<file path="config.mk">
export PLATFORM = sky130hd
export DESIGN_NAME = r32_bus_arbiter
export DESIGN_NICKNAME = d
export VERILOG_FILES = /design/src/rtl/r32_bus_arbiter.sv
export SDC_FILE = /design/constraint.sdc
export NUM_CORES = 1
export LEC_CHECK = 0
export ABC_AREA = 0
export ABC_CLOCK_PERIOD_IN_PS = 1950
export BUFFER_PORTS_ARGS = -buffer_cell sky130_fd_sc_hd__buf_2
export CELL_PAD_IN_SITES_DETAIL_PLACEMENT = 0
export CELL_PAD_IN_SITES_GLOBAL_PLACEMENT = 1
export CORE_MARGIN = 3
export CORE_UTILIZATION = 33
export CTS_BUF_LIST = sky130_fd_sc_hd__clkbuf_8
export DETAILED_ROUTE_END_ITERATION = 8
export HOLD_SLACK_MARGIN = 0.08
export PLACE_DENSITY_LB_ADDON = 0.1
export REMOVE_ABC_BUFFERS = 1
export SYNTH_ARGS = -nofsm -noshare
export SYNTH_HDL_FRONTEND = slang
export SYNTH_SLANG_ARGS = --single-unit
</file>
<file path="constraint.sdc">
create_clock -name clock -period 1.95 [get_ports clock]
set_input_delay 0.2925 -clock clock [delete_from_list [all_inputs] [get_ports clock]]
set_output_delay 0.2925 -clock clock [all_outputs]
set_load 0.005 [all_outputs]
</file>
<file path="src/rtl/r32_bus_arbiter.sv">
// Round-robin arbiter sharing the R32 memory bus between fetch (F) and load/store (D); bus request 1 cycle after grant, read response 1 cycle after s_valid.
// Backpressure: m_ready=0 holds the registered request and blocks new grants; reads stall once MAX_OUT reads are outstanding.
module r32_bus_arbiter #(
    parameter int ADDR_W  = 33,
    parameter int DATA_W  = 33,
    parameter int MAX_OUT = 4
) (
    input  logic              clock,
    input  logic              reset,
    input  logic [ADDR_W-1:0] f_address,
    input  logic              f_valid,
    output logic              f_ready,
    input  logic [ADDR_W-1:0] d_address,
    input  logic [DATA_W-1:0] d_data,
    input  logic              d_write,
    input  logic              d_valid,
    output logic              d_ready,
    output logic [ADDR_W-1:0] m_address,
    output logic [DATA_W-1:0] m_data,
    output logic              m_write,
    output logic              m_valid,
    input  logic              m_ready,
    input  logic [DATA_W-1:0] s_data,
    input  logic              s_valid,
    output logic              s_ready,
    output logic [DATA_W-1:0] f_rdata,
    output logic              f_rvalid,
    output logic [DATA_W-1:0] d_rdata,
    output logic              d_rvalid
);

    localparam int            CW      = $clog2(MAX_OUT);
    localparam logic [CW:0]   MAX_CNT = (CW+1)'(MAX_OUT);
    localparam logic          OWN_F   = 1'b0;
    localparam logic          OWN_D   = 1'b1;

    logic [ADDR_W-1:0] m_address_q;
    logic [DATA_W-1:0] m_data_q;
    logic              m_write_q;
    logic              m_valid_q;
    logic              last_grant_q;
    logic [CW:0]       count_q, count_d;
    logic [CW-1:0]     wr_ptr_q, rd_ptr_q;
    logic              tag_q [MAX_OUT];
    logic [DATA_W-1:0] f_rdata_q, d_rdata_q;
    logic              f_rvalid_q, d_rvalid_q;

    logic slot_free, f_elig, d_elig, grant_f, grant_d, push, pop, head_own;

    always_comb begin
        slot_free = !m_valid_q || m_ready;
        // Credit check uses the registered count only; a response popped this cycle frees a slot next cycle.
        f_elig    = f_valid && (count_q < MAX_CNT);
        d_elig    = d_valid && (d_write || (count_q < MAX_CNT));
        grant_f   = slot_free && f_elig && (!d_elig || last_grant_q == OWN_D);
        grant_d   = slot_free && d_elig && (!f_elig || last_grant_q == OWN_F);
        push      = grant_f || (grant_d && !d_write);
        pop       = s_valid && (count_q != '0);
        head_own  = tag_q[rd_ptr_q];
        count_d   = count_q;
        case ({push, pop})
            2'b10:   count_d = count_q + 1'b1;
            2'b01:   count_d = count_q - 1'b1;
            default: count_d = count_q;
        endcase
    end

    always_ff @(posedge clock or negedge reset) begin
        if (!reset) begin
            m_address_q  <= '0;
            m_data_q     <= '0;
            m_write_q    <= 1'b0;
            m_valid_q    <= 1'b0;
            last_grant_q <= OWN_D;
            count_q      <= '0;
            wr_ptr_q     <= '0;
            rd_ptr_q     <= '0;
            for (int i = 0; i < MAX_OUT; i++) tag_q[i] <= OWN_F;
            f_rdata_q    <= '0;
            d_rdata_q    <= '0;
            f_rvalid_q   <= 1'b0;
            d_rvalid_q   <= 1'b0;
        end else begin
            if (grant_f || grant_d) begin
                m_valid_q    <= 1'b1;
                m_address_q  <= grant_f ? f_address : d_address;
                m_data_q     <= grant_f ? '0 : d_data;
                m_write_q    <= grant_d && d_write;
                last_grant_q <= grant_f ? OWN_F : OWN_D;
            end else if (m_ready) begin
                m_valid_q <= 1'b0;
            end
            if (push) begin
                tag_q[wr_ptr_q] <= grant_f ? OWN_F : OWN_D;
                wr_ptr_q        <= wr_ptr_q + 1'b1;
            end
            if (pop) rd_ptr_q <= rd_ptr_q + 1'b1;
            count_q    <= count_d;
            f_rvalid_q <= pop && (head_own == OWN_F);
            d_rvalid_q <= pop && (head_own == OWN_D);
            if (pop && head_own == OWN_F) f_rdata_q <= s_data;
            if (pop && head_own == OWN_D) d_rdata_q <= s_data;
        end
    end

    assign f_ready   = grant_f;
    assign d_ready   = grant_d;
    assign m_address = m_address_q;
    assign m_data    = m_data_q;
    assign m_write   = m_write_q;
    assign m_valid   = m_valid_q;
    assign s_ready   = (count_q != '0);
    assign f_rdata   = f_rdata_q;
    assign f_rvalid  = f_rvalid_q;
    assign d_rdata   = d_rdata_q;
    assign d_rvalid  = d_rvalid_q;

endmodule

</file>
## Word level (Yosys, flattened, before mapping)

Cells that the tools add are included.

- Flip-flop bits (word level): 148
- Input port bits: 139
- Output and inout bits: 139
- Logic and storage cells: 67

- Add/subtract/negate cells: 4
- Magnitude comparators: 4
- Equality and inequality tests: 2
- Mux-type cells: 12
- Bitwise gates (word level): 4
- Reductions and logical operators: 25

Operators by type and width:

| operator | number |
|---|---|
| $mux 33 | 2 |
| $logic_and 1x1->1 | 12 |
| $ge 3x3->1 const B | 2 |
| $logic_or 1x1->1 | 6 |
| $mux 1 | 6 |
| $not 2->3 | 2 |
| $pmux 3 s2 | 1 |
| $add 2x1->2 const B | 2 |
| $bwmux 4 | 1 |
| $logic_not 1->1 | 4 |
| $reduce_bool 2->1 | 2 |
| $add 3x1->3 const B | 1 |
| $lt 3x1->1 const B | 1 |
| $lt 3x3->1 const B | 1 |
| $reduce_bool 3->1 | 1 |
| $sub 3x1->3 const B | 1 |
| $bmux 1 s2 | 1 |
| $demux 1 s2 | 1 |
| $eq 2x1->1 const B | 1 |
| $eq 2x2->1 const B | 1 |
| $not 1->1 | 2 |

## Longest topological paths before layout

Gate-level depths: netlist (run 1).

- Depth in word-level cells: 9
- Gate-level depth with buffers: 10
- Mapped depth without buffers: 10

## Worst setup path before layout (run 1)

Ideal clock, no wire load.

- Path kind: reg-to-reg
- Start: register last_grant_q
- End: register count_q[2]
- Setup time: 0.079 ns
- Arrival time: 1.953 ns
- Data required time: 1.871 ns
- Path slack: -0.083 ns
- Stages on the path, launching flop included: 11
- Path buffers: 0
- Clock period less this slack: 2.033 ns
- Path through: dfstp_2 -> nand3b_1 -> nand4_1 -> o21ai_1 -> inv_1 -> ha_1 -> inv_1 -> fa_1 -> xor2_1 -> nor2_1 -> xor2_1

- Cells in the longest elaborated chain, start to end: 7
- Elaborated cells on any way between the ends: 11
- Those cells by class: eq/ne (2); mux (1); bitwise (1); reduce/logical (7)

RTL lines:

| item | RTL line | RTL |
|---|---|---|
| start, declared | 41 | `logic last_grant_q;` |
| start signal, assigned | 89 | `last_grant_q <= grant_f ? OWN_F : OWN_D;` |
| $not 1->1 | 56 | `grant_d = slot_free && d_elig && (!f_elig \|\| last_grant_q == OWN_F);` |
| $logic_or 1x1->1 | 56 |  |
| $logic_and 1x1->1 | 56 |  |
| $logic_and 1x1->1 | 57 | `push = grant_f \|\| (grant_d && !d_write);` |
| $logic_or 1x1->1 * | 57 |  |
| $eq 2x1->1 or $eq 2x2->1 (tied branches) | 61 | `case ({push, pop})` |
| $pmux 3 s2 or $reduce_bool 2->1 (tied branches) | n/a |  |
| end signal, assigned | 98 | `count_q <= count_d;` |
| end, declared | 42 | `logic [CW:0] count_q, count_d;` |

Mark *: on every way between the ends. The rest lies on a longest branch, timed or not.
A chain may end at the register's enable or synchronous reset.

## Worst setup path after layout (run 1)

- Start: register count_q[2]
- End: register f_rdata_q[11] (netlist: f_rdata[11])

- Cells in the longest elaborated chain, start to end: 3

RTL lines:

| item | RTL line | RTL |
|---|---|---|
| $reduce_bool 3->1 | 58 | `pop = s_valid && (count_q != '0);` |
| $logic_and 1x1->1 | 58 |  |
| $logic_and 1x1->1 | 101 | `if (pop && head_own == OWN_F) f_rdata_q <= s_data;` |
| end signal, assigned | 101 |  |
| end, declared | 45 | `logic [DATA_W-1:0] f_rdata_q, d_rdata_q;` |

No other way between the ends.

==> out/qor.yml, run 1 <==
status: "complete, no violations"
ys_types: 32
relSlewSlack: 0.608
die_h_um: 142
slowest_delay_ns: 0.43
worst_ep_required_time_ns: 2.28
startpoint_type: "flip-flop"
rsz0062_at_grt: "yes"
ys_seq_area_frac: 0.606
critPathMaxFanout: 10
r2r_start: "count_q[2]"
fin_crit_sh: 0.987
grt_overflow_total: 0
antenna_found_initial: 0
cts.htree.levels: 4
slew_viol_final: 0
grt_pass1_wl_mm: 29.6
grt_max_degree: 57
fp.coreArea_um2: 18100
irDropWorstVdd_mv: 0.541
ant_nets: 0
cts_root_buf: "clkbuf_8"
drv_cap: 0
clk_pin_slew_ns: 0.09
leakage_nw: 4.84
layout_common_cells: "275 x buf_2, 147 x dfrtp_1, 100 x nand2_1"
grtUsageTotal: 0.184
avgViaCountPerCell: 4.58
whs_ns: 0.112
fin_area_um2: 9420
fp.dieArea_um2: 20200
worstReg2RegEnd: "f_rdata[11]"
dr_total_vias: 5346
synth-edff-count: 0
cts_tree: "done"
layout.nets: 1069
dr.pass1.iters: 4
postLayoutSetupSlackWorst_ns: 0.0259
drt-wirelength-per-cell_um: 16.3
cts_sinks: 148
path_class: "reg2reg"
synth_top_family_by_area: "multiplexers"
period_needed_ns: 1.92
r2r_slack_ns: 0.03
first_iter_violations: 170
clock.fmax_ghz: 0.520
syn-mean-instance-area_um2: 11.5
synth_compound_area_frac: 0.0672
path_buf_inv: 3
first_global_vias: 5688
min_path_type: "in2reg"
synth.cell_area_um2: 6110
synth.yosys.warnings: 0
clock_path_buffers: 2
endpoint_kind: "flip-flop"
synth_seq_cells: 148
dp_hpwl_mm: 12.5
synth_xor_area_frac: 0.00860
fillerInstances: 1648
wl_mm: 19.0
worst_path_dominant_cell_family: "simple AND/OR/NAND/NOR gates"
place_congestion: 0.762
async_flop_share: 1.00
start_util: 0.338
worstHoldPathCells: 3
synth_simple_gate_area_frac: 0.125
min_from: "f_address[31]"
cp_cell_sequence: "buf_6, or3_4, and2_4, buf_6, nor2b_4, clkbuf_16, mux2_4"
die_w_um: 142
dp_worst_setup_slack_ns: -0.0223
reg2reg_depth: 7
timing.setup.tns_ns: 0
synthMuxAreaShare: 0.147
drive_above_1_share: 0.454
mostFrequentLayoutCell: "buf_2"
setup_viol: 0
num_io_pins: 278
clk_latency_ns: 0.44
syn_inst: 532
synthFlopType: "dfrtp_1"
min_to: "m_address[31]"
drc: 0
port_buffers: 277
finalClockSkew_ns: 0.0138
cp_common_cell: "buf_6"
critPathArrivalTime_ns: 2.25
syn2layout_area_growth_pct: 54.1
synthAdderAreaFrac: 0.0135
cts_buffers: 17
rows: 49
placed_area_um2: 7860
worst_pin_slew_ns: 0.588
powerDensity_nw_per_um2: 1530
slowest_stage: "dfrtp_1"
hold_viol_final: 0
[power breakdown]
part / switching, mW / internal [mW] / leakage, nW
clock: 1.29 / 1.05 / 0.196
sequential: 0.831 / 4.66 / 1.78
combinational: 2.99 / 3.64 / 2.87
[stage by stage]
stage,util,power [mW],cells
2_1_floorplan,-,8.64,499
4_1_cts,0.512,14.2,1160
3_3_place_gp,0.435,11.3,1028
3_5_place_dp,0.435,11.5,1028
5_1_grt,0.521,15.6,1166
6_report,0.521,14.5,1167
[state kept, by name, indices dropped and copies added (netlist names), 2 cells and up]
register	cells
count_q	3
d_rdata	33
f_rdata	33
m_address	33
m_data	33
rd_ptr_q	2
tag_q	4
wr_ptr_q	2
[routing by layer]
layer	wire, um	GRT usage	up-vias
met5	0	0	-
met4	316	0.0596	0
met3	1530	0.0612	19
met2	9050	0.303	220
met1	8090	0.229	2544
li1	-	-	2563
[layout make-up]
| cell class | count | area [um^2] | share of cell area |
|---|---|---|---|
| Sequential cell | 148 | 3700 | 0.393 |
| Antenna cell | 1 | 2.50 | 0.000266 |
| Clock inverter | 15 | 141 | 0.0150 |
| Tap cell | 229 | 287 | 0.0304 |
| Clock buffer | 17 | 234 | 0.0248 |
| Multi-Input combinational cell | 341 | 2260 | 0.240 |
| Inverter | 10 | 46.3 | 0.00492 |
| Timing Repair Buffer | 406 | 2740 | 0.291 |
[worst register-to-register path, delay by kind of cell, from the launching register on]
kind / cells / cell delay [ns]
multiplexers: 1 / 0.30
flip-flops: 1 / 0.43
buffers and inverters: 3 / 0.46
AND/OR/NAND/NOR: 3 / 0.64
[cell usage after synthesis (6+ instances only)]
| cell | count | area, um^2 |
|---|---|---|
| mux2_4 | 29 | 435 |
| mux2_1 | 10 | 113 |
| nor2_1 | 34 | 128 |
| buf_1 | 6 | 22.5 |
| a21oi_1 | 73 | 365 |
| inv_1 | 9 | 33.8 |
| nand2_1 | 100 | 375 |
| dfrtp_1 | 147 | 3680 |
| clkbuf_1 | 19 | 71.3 |
| mux2_2 | 28 | 315 |
| nand3_1 | 33 | 165 |
[timing repair]
item | CTS | global route
hold endpoints to repair | 156 | 0
resized for setup | 10 | 19
setup buffers | 11 | 4
hold buffers | 88 | 0
gates cloned | 1 | 4
setup endpoints to repair | 3 | 43
pin swaps | 6 | 3
[how the worst max path moves through the flow]
stage | startpoint | end | slack [ns] | cells past startpoint
finish | count_q[2] | f_rdata[11] | 0.03 | 7
global route | count_q[2] | count_q[2] | -0.05 | 9
CTS | last_grant_q | count_q[2] | -0.01 | 10
detailed placement | last_grant_q | count_q[2] | -0.02 | 10
global placement | last_grant_q | count_q[2] | 0.03 | 10
floorplan | m_valid | count_q[2] | -1.76 | 10
[cell families after synthesis]
family	after synthesis
flip-flops	148
adder cells (fa/ha/maj)	6
multiplexers	69
buffers and inverters	43
AO/OA/AOI/OAI	81
XOR/XNOR	6
AND/OR/NAND/NOR	179
Note: power is estimated with default switching activity, not from simulation.
==> run 2: changes to the inputs <==
--- a/config.mk
+++ b/config.mk
@@ -17,6 +17,7 @@
 export HOLD_SLACK_MARGIN = 0.08
 export PLACE_DENSITY_LB_ADDON = 0.1
 export REMOVE_ABC_BUFFERS = 1
+export SETUP_SLACK_MARGIN = 0.1
 export SYNTH_ARGS = -nofsm -noshare
 export SYNTH_HDL_FRONTEND = slang
 export SYNTH_SLANG_ARGS = --single-unit
==> run 2 against run 1 <==
Effect of this change: the flow now finishes with violations (setup timing); global-route usage about the same; core utilization grew 0.21 points; critical path depth unchanged; sequential share of layout area decreased by 0.16 points; final area up 0.41%; non-clock buffer count is the same; clock power about the same; highest routed layer unchanged.
==> out/qor.yml, run 2 (same netlist as run 1, synthesis figures left out) <==
status: "complete, but fails checks"  # was complete, no violations
violations: "setup timing"
drive_above_1_share: 0.450  # was 0.454
ant_nets: 0  # unchanged
dr.pass1.iters: 4  # unchanged
layout.nets: 1069  # unchanged
p_int_mw: 9.38  # was 9.34 mW
grt_pass1_wl_mm: 29.5  # was 29.6 mm
grtUsageTotal: 0.184  # about the same
dr_total_vias: 5425  # was 5346
critPathArrivalTime_ns: 2.28  # was 2.25 ns
power_frac_comb: 0.459  # about the same
setup_viol: 2  # was 0
relSlewSlack: 0.699  # was 0.608
worst_pin_slew_ns: 0.452  # was 0.588 ns
min_from: "f_address[31]"  # unchanged
seqPwrFrac: 0.379  # was 0.380
clock.fmax_ghz: 0.512  # was 0.520 GHz
num_io_pins: 278  # unchanged
die_h_um: 142  # unchanged
cp_cell_sequence: "buf_6, or3_4, and2_4, buf_4, nor2b_4, clkbuf_16, mux2_4"  # was buf_6, or3_4, and2_4, buf_6, nor2b_4, clkbuf_16, mux2_4
fp.dieArea_um2: 20200  # unchanged
startpoint_type: "flip-flop"  # unchanged
mostFrequentLayoutCell: "buf_2"  # unchanged
cts_root_buf: "clkbuf_8"  # unchanged
clock_path_buffers: 2  # unchanged
reg2reg_depth: 7  # unchanged
drv_cap: 0  # unchanged
grt_overflow_total: 0  # unchanged
r2r_slack_ns: -0.004  # was 0.03 ns
grt_max_degree: 57  # unchanged
fin_crit_sh: 1.00  # was 0.987
dp_hpwl_mm: 12.5  # unchanged
clkPwrFrac: 0.161  # about the same
path_class: "reg2reg"  # unchanged
rows: 49  # unchanged
swShare: 0.352  # was 0.354
worst_ep_required_time_ns: 2.28  # about the same
slowest_delay_ns: 0.44  # was 0.43 ns
rsz0062_at_grt: "yes"  # unchanged
postLayoutSetupSlackWorst_ns: -0.00360  # was 0.0259 ns
powerDensity_nw_per_um2: 1530  # about the same
avgViaCountPerCell: 4.65  # was 4.58
port_buffers: 277  # unchanged
hold_viol_final: 0  # unchanged
endpoint_kind: "flip-flop"  # unchanged
clk_pin_slew_ns: 0.09  # about the same
r2r_start: "count_q[2]"  # unchanged
min_to: "m_address[31]"  # unchanged
period_needed_ns: 1.95  # was 1.92 ns
syn2layout_area_growth_pct: 54.8  # was 54.1%
cts.htree.levels: 4  # unchanged
drc: 0  # unchanged
slowest_stage: "dfrtp_1"  # unchanged
drt-wirelength-per-cell_um: 16.1  # was 16.3 um
finalClockSkew_ns: 0.0135  # was 0.0138 ns
total_power_mw: 14.5  # about the same
wl_mm: 18.8  # was 19.0 mm
worstHoldPathCells: 3  # unchanged
whs_ns: 0.112  # about the same
die_w_um: 142  # unchanged
leakage_nw: 4.86  # was 4.84 nW
cts_sinks: 148  # unchanged
p_sw_mw: 5.09  # was 5.11 mW
slew_viol_final: 0  # unchanged
multi_input_area_um2: 2240  # was 2260 um^2
antenna_found_initial: 0  # unchanged
fillerInstances: 1644  # was 1648
first_iter_violations: 151  # was 170
cts_buffers: 17  # unchanged
start_util: 0.338  # unchanged
layout_common_cells: "275 x buf_2, 147 x dfrtp_1, 100 x nand2_1"  # unchanged
clk_latency_ns: 0.44  # about the same
worstReg2RegEnd: "f_rdata[11]"  # unchanged
irDropWorstVdd_mv: 0.552  # was 0.541 mV
critPathMaxFanout: 10  # unchanged
cts_tree: "done"  # unchanged
place_congestion: 0.762  # unchanged
fp.coreArea_um2: 18100  # unchanged
min_path_type: "in2reg"  # unchanged
first_global_vias: 5702  # was 5688
ff_latch_area_um2: 3700  # unchanged
run 2: cell types whose count changed in the layout (fill, tap and decap cells not counted), sizes merged:
| cell | previous run | this run |
|---|---|---|
| buf | 315 | 314 |
| clkbuf | 19 | 20 |
run 2: timing repair:
action | CTS | global route
gates resized for setup | 15 | 19
endpoints found under the setup margin | 8 | 138
setup buffers | 13 | 2
hold endpoints to repair | 156 | 0
gates cloned | 1 | 3
hold buffers | 88 | 0
pin swaps | 6 | 3
run 2: per-stage QoR:
stage                     std cells  TNS (ns)  setup slack (ns)  area, um^2  utilization
after CTS                      1162         0           0.00288        9300        0.514
after global routing           1166     -1.36           -0.0413        9450        0.523
final                          1167  -0.00678          -0.00360        9460        0.523
after detailed placement       1028   -0.0223           -0.0223        7860        0.435
after global placement         1028         0            0.0343        7860        0.435
after floorplan                 499   -138.17             -1.76        5940            -
run 2: final cells by class:
| type | count | share of cell area |
|---|---|---|
| sequential | 148 | 0.392 |
| timing repair buffer | 406 | 0.296 |
| multi-input combinational | 341 | 0.237 |
| tap | 229 | 0.0303 |
| clock buffer | 17 | 0.0247 |
| clock inverter | 15 | 0.0150 |
| inverter | 10 | 0.00516 |
| antenna | 1 | 0.000265 |
run 2: power groups by stage:
stage | logic [mW] | clock network, mW | registers [mW]
6_report | 6.64 | 2.34 | 5.49
5_1_grt | 7.32 | 2.57 | 5.69
4_1_cts | 6.40 | 2.43 | 5.48
3_5_place_dp | 5.96 | 0 | 5.52
3_3_place_gp | 5.85 | 0 | 5.46
2_1_floorplan | 3.03 | 0 | 5.61
run 2: worst max-delay path, delay by kind of cell (launching register included):
kind / cells / cell delay, ns
buf+inv: 3 / 0.48
simple gates: 3 / 0.64
flops: 1 / 0.44
mux: 1 / 0.30
run 2: metal layers:
metal  global-route usage  up-vias  share of wire
li1                     -     2570              -
met1                0.228     2604           0.42
met2                0.303      230           0.48
met3               0.0612       21          0.080
met4               0.0596        0          0.017
met5                    0        -              0
run 2: worst max path at each step:
stage                   to  slack (ns)    startpoint
2_1_floorplan   count_q[2]       -1.76       m_valid
3_3_place_gp    count_q[2]        0.03  last_grant_q
5_1_grt        d_rdata[31]       -0.04    count_q[2]
4_1_cts        wr_ptr_q[1]       0.003  last_grant_q
6_report       f_rdata[11]      -0.004    count_q[2]
3_5_place_dp    count_q[2]       -0.02  last_grant_q
